$ cat src/rtl/rv_isa_pkg.sv
// rtl/rv_isa_pkg.sv - RV32I opcodes, immediate formats and NOP shared by encoder blocks
package rv_isa_pkg;

  localparam logic [6:0] OP_IMM = 7'b0010011;
  localparam logic [6:0] LOAD   = 7'b0000011;
  localparam logic [6:0] JALR   = 7'b1100111;
  localparam logic [6:0] STORE  = 7'b0100011;
  localparam logic [6:0] BRANCH = 7'b1100011;
  localparam logic [6:0] JAL    = 7'b1101111;
  localparam logic [6:0] OP     = 7'b0110011;

  localparam logic [31:0] NOP = 32'h0000_0013;

  typedef enum logic [2:0] {
    FMT_I,
    FMT_S,
    FMT_B,
    FMT_J,
    FMT_R,
    FMT_NONE
  } imm_fmt_t;

  function automatic imm_fmt_t fmt_of(input logic [6:0] opcode);
    imm_fmt_t f;
    case (opcode)
      OP_IMM, LOAD, JALR: f = FMT_I;
      STORE:              f = FMT_S;
      BRANCH:             f = FMT_B;
      JAL:                f = FMT_J;
      OP:                 f = FMT_R;
      default:            f = FMT_NONE;
    endcase
    return f;
  endfunction

endpackage

$ cat src/rtl/imm_pack.sv
// rtl/imm_pack.sv - combinational format select, immediate range check and RV32I packing
module imm_pack
  import rv_isa_pkg::*;
(
  input  logic [6:0]  opcode,
  input  logic [4:0]  rd,
  input  logic [4:0]  rs1,
  input  logic [4:0]  rs2,
  input  logic [2:0]  funct3,
  input  logic [6:0]  funct7,
  input  logic [31:0] imm,
  output logic [31:0] instr,
  output logic        err
);

  imm_fmt_t   fmt;
  logic       range_ok;
  logic [31:0] word;

  // An immediate fits when every bit above its sign bit copies the sign bit.
  always_comb begin
    fmt      = fmt_of(opcode);
    range_ok = 1'b0;
    word     = NOP;
    case (fmt)
      FMT_I: begin
        range_ok = (&imm[31:11]) | ~(|imm[31:11]);
        word     = {imm[11:0], rs1, funct3, rd, opcode};
      end
      FMT_S: begin
        range_ok = (&imm[31:11]) | ~(|imm[31:11]);
        word     = {imm[11:5], rs2, rs1, funct3, imm[4:0], opcode};
      end
      FMT_B: begin
        range_ok = ((&imm[31:12]) | ~(|imm[31:12])) & ~imm[0];
        word     = {imm[12], imm[10:5], rs2, rs1, funct3, imm[4:1], imm[11], opcode};
      end
      FMT_J: begin
        range_ok = ((&imm[31:20]) | ~(|imm[31:20])) & ~imm[0];
        word     = {imm[20], imm[10:1], imm[11], imm[19:12], rd, opcode};
      end
      FMT_R: begin
        range_ok = 1'b1;
        word     = {funct7, rs2, rs1, funct3, rd, opcode};
      end
      default: begin
        range_ok = 1'b0;
        word     = NOP;
      end
    endcase
    err   = ~range_ok;
    instr = range_ok ? word : NOP;
  end

endmodule

$ cat src/rtl/imm_encoder.sv
// rtl/imm_encoder.sv - registered RV32I instruction packer with handshake and ok/err counters
module imm_encoder
  import rv_isa_pkg::*;
#(
  parameter int CNT_W = 16
) (
  input  logic             clk,
  input  logic             rst,
  input  logic             in_valid,
  output logic             in_ready,
  input  logic [6:0]       in_opcode,
  input  logic [4:0]       in_rd,
  input  logic [4:0]       in_rs1,
  input  logic [4:0]       in_rs2,
  input  logic [2:0]       in_funct3,
  input  logic [6:0]       in_funct7,
  input  logic [31:0]      in_imm,
  output logic             out_valid,
  input  logic             out_ready,
  output logic [31:0]      out_instr,
  output logic             out_err,
  output logic [CNT_W-1:0] ok_cnt,
  output logic [CNT_W-1:0] err_cnt
);

  logic [31:0] pack_instr;
  logic        pack_err;
  logic        accept;

  imm_pack u_pack (
    .opcode (in_opcode),
    .rd     (in_rd),
    .rs1    (in_rs1),
    .rs2    (in_rs2),
    .funct3 (in_funct3),
    .funct7 (in_funct7),
    .imm    (in_imm),
    .instr  (pack_instr),
    .err    (pack_err)
  );

  assign in_ready = !out_valid || out_ready;
  assign accept   = in_valid && in_ready;

  // Output register holds while stalled since accept is low whenever out_ready is low and data is pending.
  always_ff @(posedge clk) begin
    if (rst) begin
      out_valid <= 1'b0;
      out_instr <= '0;
      out_err   <= 1'b0;
      ok_cnt    <= '0;
      err_cnt   <= '0;
    end else if (accept) begin
      out_valid <= 1'b1;
      out_instr <= pack_instr;
      out_err   <= pack_err;
      if (pack_err) err_cnt <= err_cnt + CNT_W'(1);
      else          ok_cnt  <= ok_cnt + CNT_W'(1);
    end else if (out_ready) begin
      out_valid <= 1'b0;
    end
  end

endmodule

$ cat config.mk
export PLATFORM = sky130hd
export DESIGN_NAME = imm_encoder
export DESIGN_NICKNAME = d
export VERILOG_FILES = /design/src/rtl/rv_isa_pkg.sv /design/src/rtl/imm_pack.sv /design/src/rtl/imm_encoder.sv
export SDC_FILE = /design/constraint.sdc
export NUM_CORES = 1
export LEC_CHECK = 0
export BUFFER_PORTS_ARGS = -buffer_cell sky130_fd_sc_hd__clkbuf_2
export CAP_MARGIN = 20
export CORE_UTILIZATION = 45
export CTS_CLUSTER_DIAMETER = 50
export CTS_CLUSTER_SIZE = 24
export DETAILED_ROUTE_END_ITERATION = 10
export GPL_TIMING_DRIVEN = 0
export PLACE_DENSITY = 0.75
export SYNTH_ARGS = -nofsm -noshare
export SYNTH_HDL_FRONTEND = slang
export SYNTH_SLANG_ARGS = --single-unit
$ cat constraint.sdc
create_clock -name clk -period 2.63 [get_ports clk]
set_clock_uncertainty 0.05 [all_clocks]
set_input_delay 0.3945 -clock clk [delete_from_list [all_inputs] [get_ports clk]]
set_output_delay 0.3945 -clock clk [all_outputs]
set_load 0.005 [all_outputs]
# After elaboration in Yosys (flattened, before gate mapping)
# Index checks and enable logic that the tools add are counted.
# Widths: inputs -> output; s select.
classes:
  eq_ne: 11
  mux: 6
  bitwise: 10
  reduce_logical: 15
  n_addsub: 2
ops:
  columns: ["cell", "count"]
  rows:
  - ["$pmux 32 s5", 1]
  - ["$add 16x1->16 const B", 2]
  - ["$mux 32", 1]
  - ["$eq 7x7->1 const B", 3]
  - ["$reduce_and 21->1", 1]
  - ["$reduce_or 21->1", 1]
  - ["$reduce_and 20->1", 1]
  - ["$reduce_or 20->1", 1]
  - ["$pmux 3 s5", 1]
  - ["$eq 7x6->1 const B", 2]
  - ["$reduce_and 12->1", 1]
  - ["$reduce_or 12->1", 1]
  - ["$eq 7x2->1 const B", 1]
  - ["$eq 7x5->1 const B", 1]
  - ["$eq 3x2->1 const B", 2]
  - ["$not 1->1", 5]
  - ["$pmux 1 s4", 1]
  - ["$reduce_and 2->1", 2]
  - ["$eq 3x1->1 const B", 1]
  - ["$eq 3x3->1 const B", 1]
  - ["$logic_not 3->1", 1]
  - ["$or 1x1->1", 3]
  - ["$reduce_or 3->1", 1]
  - ["$and 1x1->1", 2]
  - ["other kinds (6)", 7]
word_totals:
  output_inout_bits: 67
  in_bits: 68
  elab_cells: 49
  reg_bits: 66

# Longest topological paths before layout
logic_depth:
  word_depth: 8
  mapped_depth: 10
  mapped_depth_nobuf: 7

# Hierarchy
# From an unflattened synthesis, not the netlist that was laid out.
hier_totals:
  hier_cells: 448
  area_unflattened_um2: 3484.6
modules_own_cells:
  columns: ["mod", "area_per_inst_um2", "seq_area_each_um2", "cells_each", "instances"]
  rows:
  - ["imm_encoder", 2626.3, 1321.3, 319, 1]
  - ["imm_pack", 858.3, 0.0, 129, 1]

# Least setup slack after synthesis
# OpenSTA, ideal clock, no wires.
synth_path:
  path_type: "input to register"
  startpoint: "input port out_ready"
  endpoint: "register ok_cnt[5]"
  setup_ns: 0.121
  path_stages: 8
  path_buffers: 2
  t_required_ns: 2.459
  arrival_ns: 2.033
  setup_slack_ns: 0.426
  cell_sequence: "nand2b_1 > and2_0 > and4_1 > buf_2 > a221o_1 > buf_4 > nand4_1 > mux2_2"
synth_between:
  elab_chain_cells: 3
synth_lines:
  columns: ["item", "line", "text"]
  rows:
  - ["from (decl)", "imm_encoder.sv:19", "input logic out_ready,"]
  - ["$logic_or 1x1->1", "imm_encoder.sv:42", "assign in_ready = !out_valid || out_ready;"]
  - ["$logic_and 1x1->1", "imm_encoder.sv:43", "assign accept = in_valid && in_ready;"]
  - ["$reduce_and 2->1 (no source line)", null, null]
  - ["to (signal assigned)", "imm_encoder.sv:58", "else ok_cnt <= ok_cnt + CNT_W'(1);"]
  - ["to (decl)", "imm_encoder.sv:22", "output logic [CNT_W-1:0] ok_cnt,"]
# No other way between the ends.
# A chain may end at the register's enable or synchronous reset.

# Worst setup path after layout
layout_path:
  startpoint: "register out_valid"
  endpoint: "register out_instr[28]"
layout_between:
  elab_chain_cells: 3
layout_lines:
  columns: ["item", "line", "text"]
  rows:
  - ["from (decl)", "imm_encoder.sv:18", "output logic out_valid,"]
  - ["from (signal assigned)", "imm_encoder.sv:48", "out_valid <= 1'b0;"]
  - ["from (signal assigned)", "imm_encoder.sv:54", "out_valid <= 1'b1;"]
  - ["from (signal assigned)", "imm_encoder.sv:60", "out_valid <= 1'b0;"]
  - ["$logic_not 1->1", "imm_encoder.sv:42", null]
  - ["$logic_or 1x1->1", "imm_encoder.sv:42", null]
  - ["$logic_and 1x1->1", "imm_encoder.sv:43", null]
  - ["to (signal assigned)", "imm_encoder.sv:55", "out_instr <= pack_instr;"]
  - ["to (decl)", "imm_encoder.sv:20", "output logic [31:0] out_instr,"]
# No other way between the ends.

==> run metrics <==
synth warn=0; Mapped Nets=between 400 and 500; DR WL/cell=about 15 um; Final Hold Vio Count=0; Area contributors post-synth=dfxtp_1, nor2_1, a22oi_1; min-delay worst type=primary input to flop; Core ar.=between 0.007 and 0.008 sq mm; # clock sinks=66; most frequent cell after synthesis=dfxtp_1; PD cells=roughly 500 mW/mm^2; Hold Path Cell Cnt=3; Reg area=between 0.001 and 0.0015 sq mm; Slew HR=0.596; status=complete, no violations; Die Height=between 80 and 90 um; Critical Path End Type=flop; design area=roughly 0.0044 sq mm; die width=just under 90 um; syn avg cell area=roughly 8.5 sq um; DRT Pass-1 Iters=7; total CTS buffers=9; sequential fraction of the synthesis area=0.387; Row Count=31; first-pass GRT wire length=roughly 15,000 um; total gr overflow=0; Synth Area in Adders=0.00732; DRC=0; synthesized flop and latch total=66; worst vdd ir=roughly 0.00027 V; fin crit share=0.854; CP max stage delay=approximately 350 ps; largest net degree at the start of global routing=12; hold_buf cts=0; ys async rst share=0; DP Worst Slack=86.9 ps; xor and xnor area share after synthesis=0.0154; required time of the critical path=about 2800 ps; vias=3,650; most used cell, CP=buf_2; Buf+Inv Stages, Crit Path=3; worst r2r path cells=9; num ports=~140; root buffer cell=clkbuf_8; Primary FF master, synth=dfxtp_1; Crit-path slowest cell=a221o_1; post-synthesis mux area share=0.0190; Worst path depth=9; biggest area consumer among synthesized cells=dfxtp_1; post-synthesis compound-gate area fraction=0.252; postcts setup bufs=0; vias per std cell=5.61; placed instance area=around 0.0042 sq mm; worst path cell trace=nand2b_1, and2_0, and4_1, buf_2, a221o_1, buf_4, buf_2, a22oi_1, nor2_1; vias in the first global route=between 3,000 and 4,000; Leak=0.00191 uW; Area Overhead vs Synth=30.1%; # fillers=around 690; max_cap viols=0; crit path time final=roughly 2200 ps; fin worst setup slack=384 ps; Netlist cell types=between 50 and 60; CP delay by family, top=simple AND/OR/NAND/NOR gates; largest family of logic cells by synthesized area=simple AND/OR/NAND/NOR gates; cts repair resizes=0; share of the synthesized area in the top cell type=0.387; Post-Synthesis Cells=403; Starting Density=0.469; critical path launch point type=flop; CP arrival=2430 ps; H-Tree Depth=3; total track usage=0.240; drt total wl=~9500 um; setup TNS=0 ps; Final ANT Viol Nets=0; Worst-path clk slew=about 70 ps; final net count=617; Final Max Tran Viols=0; antenna cells=0; Synth Area in Simple Gates=0.271; Setup-failing EPs final=0; Setup CP Type=flop to flop; Critical Path Fanout Max=10; Post-Syn Area=about 0.0034 sq mm; Post-DP HPWL=~7100 um; Max Fclk=around 0.45 GHz; CTS tree=yes; share of layout cells above drive strength 1=0.341; First DRT Iteration DRCs=150; commonest cells in the netlist=dfxtp_1, nor2_1, a22oi_1; Final Wtd Congestion=approximately 0.83; number of flops mapped to enable cells by yosys=0; Multi-input gate area=between 0.0015 and 0.002 sq mm; initial antenna violation count=0; I/O Buffers=~130; CTS max path bufs=2; RSZ-0062 raised after global routing=false; Slew @ Worst Pin=approximately 600 ps; Worst-Skew Late Latency=350 ps; full die area=between 0.007 and 0.008 sq mm
==> sequential cells by signal (all words and copies together), names as in the netlist <==
register and cells:
out_err 1, out_valid 1, out_instr 32, err_cnt 16, ok_cnt 16
==> worst register-to-register path: stages, from the launching register on <==
cell      delay [ps]
dfxtp_1          340
nand2b_1         100
and2_0           280
and4_1           220
buf_2            180
a221o_1          350
buf_4            170
buf_2            200
a22oi_1          180
nor2_1            60
==> layer usage <==
| layer | GRT usage | wire (um) |
|---|---|---|
| met5 | 0 | 0 |
| met4 | 0.0909 | 178 |
| met3 | 0.0462 | 462 |
| met2 | 0.397 | 4480 |
| met1 | 0.311 | 4410 |
==> per-stage QoR <==
step	hold slack [ps]	instances	utilization	total power [uW]
finish	238	651	0.609	2210
global route	244	651	0.609	2280
CTS	237	651	0.609	2210
detailed placement	413	635	0.577	1220
global placement	398	635	0.577	1210
floorplan	415	403	-	1120
==> cells in the final DEF, fill, tap and decap left out, drive strengths merged, types with 2 or more instances in the layout <==
master	n
a22o	23
nand2b	10
a21oi	24
a22oi	30
a211o	2
a31o	9
nor2	64
bufinv	2
or3	7
nor3	11
or4	6
buf	14
mux2i	2
ha	2
inv	9
xnor2	2
nand3b	2
clkbuf	157
mux2	4
o21ai	9
dfxtp	66
and4	3
and3	5
a211oi	2
nand4	19
nand2	15
o31ai	7
or2	3
nor2b	5
nand3	16
xor2	4
nor4	6
==> cells by family after synthesis <==
family | count (synthesis)
muxes | 6
adders and majority gates | 2
and+or+nand+nor | 174
DFF | 66
buffers and inverters | 35
AOI/OAI and AO/OA | 114
xor gates and xnor gates | 6
==> layout make-up <==
cell class / count / area share
multi-input combinational: 302 / 0.434
sequential: 66 / 0.297
timing repair buffer: 133 / 0.150
clock buffer: 12 / 0.0372
buffer: 26 / 0.0296
tap: 99 / 0.0279
clock inverter: 4 / 0.0163
inverter: 9 / 0.00760
==> final timing paths <==
check	slack, ps	end	startpoint
hold / removal	240	out_valid$_SDFFE_PP0P_	in_valid
hold reg to reg	420	out_instr[0]$_SDFFE_PP0P_	out_instr[0]$_SDFFE_PP0P_
setup / recovery	380	out_instr[28]$_SDFFE_PP0P_	out_valid$_SDFFE_PP0P_
setup reg to reg	380	out_instr[28]$_SDFFE_PP0P_	out_valid$_SDFFE_PP0P_
==> power breakdown <==
part / internal, uW / total, uW / switching [uW] / leakage, uW
registers: 1010 / 1020 / 7.88 / 0.000533
clock network: 610 / 1010 / 402 / 0.000119
logic: 75.2 / 182 / 107 / 0.00125
total: 1690 / 2210 / 516 / 0.00191
Power figures use the tool's default switching activity.
